--- src/rtl/rv32i_pkg.sv ---
// Shared RV32I decode encodings for the decode and execute stages.
// Holds opcodes, ALU operations, result-source codes and the ID/EX payload.
package rv32i_pkg;

  localparam logic [6:0] OPC_OP     = 7'b0110011;
  localparam logic [6:0] OPC_OP_IMM = 7'b0010011;
  localparam logic [6:0] OPC_LOAD   = 7'b0000011;
  localparam logic [6:0] OPC_STORE  = 7'b0100011;
  localparam logic [6:0] OPC_BRANCH = 7'b1100011;
  localparam logic [6:0] OPC_JAL    = 7'b1101111;
  localparam logic [6:0] OPC_JALR   = 7'b1100111;
  localparam logic [6:0] OPC_LUI    = 7'b0110111;
  localparam logic [6:0] OPC_AUIPC  = 7'b0010111;

  localparam logic [1:0] RES_ALU = 2'b00;
  localparam logic [1:0] RES_MEM = 2'b01;
  localparam logic [1:0] RES_PC4 = 2'b10;

  typedef enum logic [3:0] {
    ALU_ADD   = 4'b0000,
    ALU_SUB   = 4'b0001,
    ALU_SLL   = 4'b0010,
    ALU_SLT   = 4'b0011,
    ALU_SLTU  = 4'b0100,
    ALU_XOR   = 4'b0101,
    ALU_SRL   = 4'b0110,
    ALU_SRA   = 4'b0111,
    ALU_OR    = 4'b1000,
    ALU_AND   = 4'b1001,
    ALU_PASSB = 4'b1010
  } alu_op_e;

  typedef enum logic [2:0] {
    IMM_Z,
    IMM_I,
    IMM_S,
    IMM_B,
    IMM_U,
    IMM_J
  } imm_sel_e;

  typedef struct packed {
    logic       reg_write;
    logic       mem_write;
    logic       jump;
    logic       branch;
    logic       alu_src_a;
    logic       alu_src_b;
    logic [1:0] result_src;
    alu_op_e    alu;
  } ctrl_t;

  typedef struct packed {
    logic [31:0] rd1;
    logic [31:0] rd2;
    logic [31:0] imm;
    logic [31:0] pc;
    logic [31:0] pc_plus4;
    logic [4:0]  rs1;
    logic [4:0]  rs2;
    logic [4:0]  rd;
    ctrl_t       ctrl;
    logic [2:0]  funct3;
  } id_ex_t;

  // Register ops honour funct7[5] for SUB; immediate ops only for SRAI.
  function automatic alu_op_e alu_dec(input logic [2:0] f3, input logic alt,
                                      input logic reg_op);
    alu_op_e op;
    case (f3)
      3'b000:  op = (alt && reg_op) ? ALU_SUB : ALU_ADD;
      3'b001:  op = ALU_SLL;
      3'b010:  op = ALU_SLT;
      3'b011:  op = ALU_SLTU;
      3'b100:  op = ALU_XOR;
      3'b101:  op = alt ? ALU_SRA : ALU_SRL;
      3'b110:  op = ALU_OR;
      default: op = ALU_AND;
    endcase
    return op;
  endfunction

endpackage

--- src/rtl/regfile.sv ---
// 32x32 register file: x0 hardwired to zero, combinational reads,
// optional same-cycle forwarding of the writeback port.
module regfile #(
  parameter bit BYPASS = 1'b1
) (
  input  logic        clk,
  input  logic        rst_n,
  input  logic        we,
  input  logic [4:0]  waddr,
  input  logic [31:0] wdata,
  input  logic [4:0]  raddr1,
  input  logic [4:0]  raddr2,
  output logic [31:0] rdata1,
  output logic [31:0] rdata2
);

  logic [31:0] mem [32];

  always_ff @(posedge clk or negedge rst_n) begin
    if (!rst_n) begin
      for (int k = 0; k < 32; k++) mem[k] <= '0;
    end else if (we && (waddr != 5'd0)) begin
      mem[waddr] <= wdata;
    end
  end

  // The zero-address test comes first so a write to x0 is never forwarded.
  assign rdata1 = (raddr1 == 5'd0) ? 32'd0 :
                  (BYPASS && we && (waddr == raddr1)) ? wdata : mem[raddr1];
  assign rdata2 = (raddr2 == 5'd0) ? 32'd0 :
                  (BYPASS && we && (waddr == raddr2)) ? wdata : mem[raddr2];

endmodule

--- src/rtl/id_stage.sv ---
// RV32I decode stage: register read, control decode, immediate generation
// and the ID/EX pipeline register with flush.
module id_stage
  import rv32i_pkg::*;
#(
  parameter bit WB_BYPASS = 1'b1
) (
  input  logic        CLK,
  input  logic        RST,
  input  logic [31:0] InstrD,
  input  logic [31:0] PCD,
  input  logic [31:0] PCPlus4D,
  input  logic        FlushE,
  input  logic        RegWriteW,
  input  logic [4:0]  RdW,
  input  logic [31:0] ResultW,
  output logic [4:0]  Rs1D,
  output logic [4:0]  Rs2D,
  output logic [31:0] RD1E,
  output logic [31:0] RD2E,
  output logic [31:0] ImmExtE,
  output logic [31:0] PCE,
  output logic [31:0] PCPlus4E,
  output logic [4:0]  Rs1E,
  output logic [4:0]  Rs2E,
  output logic [4:0]  RdE,
  output logic        RegWriteE,
  output logic        MemWriteE,
  output logic        JumpE,
  output logic        BranchE,
  output logic        ALUSrcAE,
  output logic        ALUSrcBE,
  output logic [1:0]  ResultSrcE,
  output logic [3:0]  ALUControlE,
  output logic [2:0]  Funct3E
);

  logic [6:0]  opcode;
  logic [2:0]  funct3;
  logic        funct7_b5;
  logic [31:0] rd1;
  logic [31:0] rd2;
  logic [31:0] imm;
  imm_sel_e    imm_sel;
  ctrl_t       ctrl;
  id_ex_t      id_ex;

  assign opcode    = InstrD[6:0];
  assign funct3    = InstrD[14:12];
  assign funct7_b5 = InstrD[30];
  assign Rs1D      = InstrD[19:15];
  assign Rs2D      = InstrD[24:20];

  regfile #(.BYPASS(WB_BYPASS)) u_regfile (
    .clk    (CLK),
    .rst_n  (RST),
    .we     (RegWriteW),
    .waddr  (RdW),
    .wdata  (ResultW),
    .raddr1 (Rs1D),
    .raddr2 (Rs2D),
    .rdata1 (rd1),
    .rdata2 (rd2)
  );

  // Unrecognised opcodes fall through to the all-zero control word (bubble).
  always_comb begin
    ctrl    = '0;
    imm_sel = IMM_Z;
    case (opcode)
      OPC_OP: begin
        ctrl.reg_write = 1'b1;
        ctrl.alu       = alu_dec(funct3, funct7_b5, 1'b1);
      end
      OPC_OP_IMM: begin
        ctrl.reg_write = 1'b1;
        ctrl.alu_src_b = 1'b1;
        ctrl.alu       = alu_dec(funct3, funct7_b5, 1'b0);
        imm_sel        = IMM_I;
      end
      OPC_LOAD: begin
        ctrl.reg_write  = 1'b1;
        ctrl.alu_src_b  = 1'b1;
        ctrl.result_src = RES_MEM;
        imm_sel         = IMM_I;
      end
      OPC_STORE: begin
        ctrl.mem_write = 1'b1;
        ctrl.alu_src_b = 1'b1;
        imm_sel        = IMM_S;
      end
      OPC_BRANCH: begin
        ctrl.branch = 1'b1;
        ctrl.alu    = ALU_SUB;
        imm_sel     = IMM_B;
      end
      OPC_JAL: begin
        ctrl.jump       = 1'b1;
        ctrl.reg_write  = 1'b1;
        ctrl.result_src = RES_PC4;
        imm_sel         = IMM_J;
      end
      OPC_JALR: begin
        ctrl.jump       = 1'b1;
        ctrl.reg_write  = 1'b1;
        ctrl.alu_src_b  = 1'b1;
        ctrl.result_src = RES_PC4;
        imm_sel         = IMM_I;
      end
      OPC_LUI: begin
        ctrl.reg_write = 1'b1;
        ctrl.alu_src_b = 1'b1;
        ctrl.alu       = ALU_PASSB;
        imm_sel        = IMM_U;
      end
      OPC_AUIPC: begin
        ctrl.reg_write = 1'b1;
        ctrl.alu_src_a = 1'b1;
        ctrl.alu_src_b = 1'b1;
        imm_sel        = IMM_U;
      end
      default: ;
    endcase
  end

  always_comb begin
    imm = '0;
    case (imm_sel)
      IMM_I:   imm = {{20{InstrD[31]}}, InstrD[31:20]};
      IMM_S:   imm = {{20{InstrD[31]}}, InstrD[31:25], InstrD[11:7]};
      IMM_B:   imm = {{19{InstrD[31]}}, InstrD[31], InstrD[7], InstrD[30:25],
                      InstrD[11:8], 1'b0};
      IMM_U:   imm = {InstrD[31:12], 12'b0};
      IMM_J:   imm = {{11{InstrD[31]}}, InstrD[31], InstrD[19:12], InstrD[20],
                      InstrD[30:21], 1'b0};
      default: imm = '0;
    endcase
  end

  always_ff @(posedge CLK or negedge RST) begin
    if (!RST) begin
      id_ex <= '0;
    end else if (FlushE) begin
      id_ex <= '0;
    end else begin
      id_ex.rd1      <= rd1;
      id_ex.rd2      <= rd2;
      id_ex.imm      <= imm;
      id_ex.pc       <= PCD;
      id_ex.pc_plus4 <= PCPlus4D;
      id_ex.rs1      <= Rs1D;
      id_ex.rs2      <= Rs2D;
      id_ex.rd       <= InstrD[11:7];
      id_ex.ctrl     <= ctrl;
      id_ex.funct3   <= funct3;
    end
  end

  assign RD1E        = id_ex.rd1;
  assign RD2E        = id_ex.rd2;
  assign ImmExtE     = id_ex.imm;
  assign PCE         = id_ex.pc;
  assign PCPlus4E    = id_ex.pc_plus4;
  assign Rs1E        = id_ex.rs1;
  assign Rs2E        = id_ex.rs2;
  assign RdE         = id_ex.rd;
  assign RegWriteE   = id_ex.ctrl.reg_write;
  assign MemWriteE   = id_ex.ctrl.mem_write;
  assign JumpE       = id_ex.ctrl.jump;
  assign BranchE     = id_ex.ctrl.branch;
  assign ALUSrcAE    = id_ex.ctrl.alu_src_a;
  assign ALUSrcBE    = id_ex.ctrl.alu_src_b;
  assign ResultSrcE  = id_ex.ctrl.result_src;
  assign ALUControlE = id_ex.ctrl.alu;
  assign Funct3E     = id_ex.funct3;

endmodule

--- config.mk ---
export PLATFORM = sky130hd
export DESIGN_NAME = id_stage
export DESIGN_NICKNAME = d
export VERILOG_FILES = /design/src/rtl/rv32i_pkg.sv /design/src/rtl/regfile.sv /design/src/rtl/id_stage.sv
export SDC_FILE = /design/constraint.sdc
export NUM_CORES = 2
export LEC_CHECK = 0
export ABC_AREA = 0
export CORE_MARGIN = 2
export CORE_UTILIZATION = 54
export DETAILED_ROUTE_END_ITERATION = 7
export PLACE_DENSITY = 0.8
export RECOVER_POWER = 50
export SLEW_MARGIN = 10
export SYNTH_ARGS = -nofsm -noshare
export SYNTH_HDL_FRONTEND = slang
export SYNTH_SLANG_ARGS = --single-unit
--- constraint.sdc ---
create_clock -name CLK -period 3 [get_ports CLK]
set_clock_uncertainty 0.05 [all_clocks]
set_input_delay 0.3 -clock CLK [delete_from_list [all_inputs] [get_ports CLK]]
set_output_delay 0.3 -clock CLK [all_outputs]
set_load 0.01 [all_outputs]
==> results.rst <==
.. list-table::
   :header-rows: 1

   * - Metric
     - Value
   * - Result of the run
     - complete, but fails checks
   * - Violations in the final reports
     - max-capacitance violations, max-slew violations
   * - Register Area
     - between 30000 and 40000 um2
   * - Stages on the worst setup path
     - 1
   * - Post-synth top area share
     - 0.490
   * - Number of cells traversed by the worst hold path
     - 2
   * - Gate family responsible for the most delay along the worst path
     - buffers and inverters
   * - Power per unit of standard cell area
     - between 600 and 700 nW/um2
   * - Final Critical Period
     - 2.37 ns
   * - Max-slew headroom
     - -0.395
   * - Global-route wire length before repair
     - roughly 300000 um
   * - Share of total power in sequential cells
     - 0.460
   * - Initial core utilization
     - 0.543
   * - Pre-CTS setup slack
     - 0.263 ns
   * - Slowest stage delay, CP
     - around 0.63 ns
   * - Worst min path class
     - in2reg
   * - Via count
     - approximately 44000
   * - Dominant cell by count in the synthesized netlist
     - sky130_fd_sc_hd__dfrtp_1
   * - Data arrival, critical path
     - 2.02 ns
   * - Post-layout nets
     - 4886
   * - Peak clock frequency supported by timing
     - between 400 and 500 MHz
   * - Post-synthesis average cell area
     - between 10 and 15 um2
   * - Total routed wirelength
     - around 200000 um
   * - Worst path cell trace
     - clkdlybuf4s50_1
   * - Port buffer count
     - 336
   * - Startpoint-to-endpoint class of the critical path
     - reg2out
   * - Number of instances in the synthesized netlist
     - 4501
   * - Net Sw Frac
     - 0.282
   * - CTS tree
     - done
   * - Critical path startpoint category
     - flip-flop
   * - Width of the die
     - about 340 um
   * - Summed instance area of the synthesized netlist
     - 61900 um2
   * - Area contributors post-synth
     - sky130_fd_sc_hd__dfrtp_1, sky130_fd_sc_hd__mux2_2, sky130_fd_sc_hd__mux2i_1
   * - Area taken by multi-input logic gates
     - 29200 um2
   * - Slowest-stage cell, CP
     - sky130_fd_sc_hd__clkdlybuf4s50_1
   * - Worst skew pair latency
     - a little under 0.8 ns
   * - Combined global-route utilization of all metal layers
     - 0.343
   * - Share of the yosys chip area belonging to registers
     - 0.490
   * - Number of remaining DRC errors
     - 0
   * - # clock sinks
     - 1214
   * - Post-synth net total
     - 4638
   * - Antenna violations before repair
     - 11
   * - Non-filler instance count after layout
     - 6367
   * - Setup repair after global routing missed its margin
     - false
   * - Share of final-layout standard cells stronger than drive strength 1
     - 0.367
   * - Yosys Warn Count
     - 0
   * - Share of power burned in combinational logic
     - 0.192
   * - Pin count of the biggest net entering global routing
     - about 100
   * - Count of buffer and inverter cells on the critical path
     - 1
   * - Via count of the first global-routing pass
     - 44833
   * - Worst voltage drop across the vdd grid
     - 0.540 mV
   * - Grt total ovfl
     - 0
   * - Setup_tns
     - 0 ns
   * - Power Total
     - roughly 0.046 W
   * - Number of distinct library cells after synthesis
     - 48
   * - Final weighted congestion in routability-driven placement
     - between 0.9 and 1
   * - Hold Violations, Final
     - 0
   * - Final-report max-slew violation count
     - between 150 and 200
   * - Required arrival time at the worst endpoint
     - ~2.7 ns
   * - Avg Vias per Cell
     - ~6.9
   * - Number of setup buffers added after CTS
     - 0
   * - Detailed-placement wirelength estimate
     - ~130000 um
   * - Clock group share of total power
     - 0.348
   * - TritonCTS Buffers
     - 130
   * - Net Switching
     - between 0.01 and 0.015 W
   * - Endpoint class of the critical path
     - primary output
   * - Post-synthesis async set-or-reset flop share
     - 1.00
   * - Pint
     - 0.0334 W
   * - Die area
     - about 120000 um2
   * - Max Cap Viol
     - 3
   * - Worst Path Max Fanout
     - 1
   * - Initial detailed-routing violation count
     - roughly 5000
   * - Share of the clock period used by the worst path
     - 0.790
   * - Leakage power total
     - approximately 32 nW
   * - Fillers
     - 8356
   * - Number of setup violations in the final report
     - 0
   * - Signed area change from the synthesized netlist to the final layout
     - 16.5%
   * - Clock transition time at the flip-flop clock pins of the worst setup and hold paths
     - around 0.060 ns
   * - Detail Route Antenna Nets
     - 0
   * - Final critical-path setup slack
     - between 0.6 and 0.7 ns
   * - Row Count
     - ~120
   * - Worst Max-Slew Pin Slew
     - 2.09 ns
   * - Average wire per cell in the routed design
     - ~32 um
   * - H-Tree Level Count
     - 4
   * - Final hold slack
     - about 0.036 ns
   * - Number of flops mapped to enable cells by yosys
     - 0
   * - Number of top-level pins
     - approximately 340
   * - Count of state elements after synthesis
     - approximately 1200
   * - Total iterations of the first detailed-routing run
     - 5
   * - CTS root buffer
     - sky130_fd_sc_hd__clkbuf_16
   * - Worst-case clock buffer depth
     - 3
   * - Cell depth of the worst flop-to-flop path
     - 5
   * - Top cells by count, synth
     - sky130_fd_sc_hd__dfrtp_1, sky130_fd_sc_hd__mux2_2, sky130_fd_sc_hd__mux2i_1, sky130_fd_sc_hd__mux4_2, sky130_fd_sc_hd__clkbuf_1
   * - Most common flop cell mapped by yosys
     - sky130_fd_sc_hd__dfrtp_1
   * - Cell type with the largest total area after synthesis
     - sky130_fd_sc_hd__dfrtp_1
   * - Core box area
     - between 100000 and 150000 um2
   * - Placed Cells
     - between 6000 and 7000
   * - Total of cells resized after clock tree synthesis
     - 0
   * - Chip Height
     - 343 um
metal layers:
metal | vias to the layer above | global-route usage | wire length, um
met5 | - | 0 | 36
met2 | 2824 | 0.524 | 92100
met3 | 682 | 0.0883 | 22200
met1 | 22785 | 0.440 | 74500
met4 | 6 | 0.210 | 13200
li1 | 17395 | - | -
timing repair:
action / in CTS / in global routing
hold endpoints to repair: 290 / 0
hold buffers: 2 / 0
setup endpoints to repair: 0 / 0
flip-flops by register name, indices dropped and copies added, names as in the netlist, 4 cells and up:
register	count
ALUControlE	4
ImmExtE	32
PCE	32
PCPlus4E	32
RD1E	32
RD2E	32
RdE	5
Rs1E	5
Rs2E	5
u_regfile.mem	1024
power by group through the flow:
stage / sequential, W / combinational (W) / clock [W]
after detailed placement: 0.0215 / 0.00880 / 0
after floorplan: 0.0208 / 0.00624 / 0
after CTS: 0.0213 / 0.00889 / 0.0163
final: 0.0214 / 0.00892 / 0.0162
after global routing: 0.0216 / 0.00951 / 0.0170
after global placement: 0.0213 / 0.00850 / 0
cells in the final DEF, fill, tap and decap left out, drive strengths merged, types with 48 or more instances in the layout:
cell type / count
a21oi: 108
a22oi: 172
buf: 251
clkbuf: 216
clkdlybuf4s50: 326
dfrtp: 1214
mux2: 992
mux2i: 598
mux4: 260
nand2: 62
nand3: 48
nor2b: 127
nor3: 49
o22ai: 96
final timing paths:
path	from	to	slack, ns
max in group asynchronous	RST	u_regfile.mem[491]	0.65
worst max register to register	u_regfile.mem[991]	RD1E[31]	1.04
worst max-delay path	RD2E[14]	RD2E[14]	0.63
worst min register to register	u_regfile.mem[1004]	u_regfile.mem[1004]	0.34
min in group asynchronous	RST	Rs2E[0]	0.47
worst min-delay path	PCD[15]	PCE[15]	0.04
kinds of logic after synthesis:
family / Yosys count / share of synthesized area
multiplexers: 1850 / 0.372
flip-flops: 1214 / 0.490
AO/OA/AOI/OAI: 548 / 0.0622
buffers and inverters: 500 / 0.0416
AND/OR/NAND/NOR: 379 / 0.0328
XOR/XNOR: 10 / 0.00141
metrics by stage:
stage | cell area (um2) | utilization
after floorplan | 61900 | -
after global placement | 68000 | 0.596
after detailed placement | 68000 | 0.596
after CTS | 72300 | 0.634
after global routing | 72200 | 0.633
final | 72200 | 0.633
layout make-up:
| class | count | area share |
|---|---|---|
| Antenna cell | 10 | 0.000347 |
| Clock buffer | 181 | 0.0519 |
| Clock inverter | 47 | 0.00714 |
| Inverter | 2 | 0.000104 |
| Multi-Input combinational cell | 2787 | 0.405 |
| Sequential cell | 1214 | 0.421 |
| Tap cell | 1512 | 0.0262 |
| Timing Repair Buffer | 614 | 0.0884 |
Note: power is estimated with default switching activity, not from simulation.
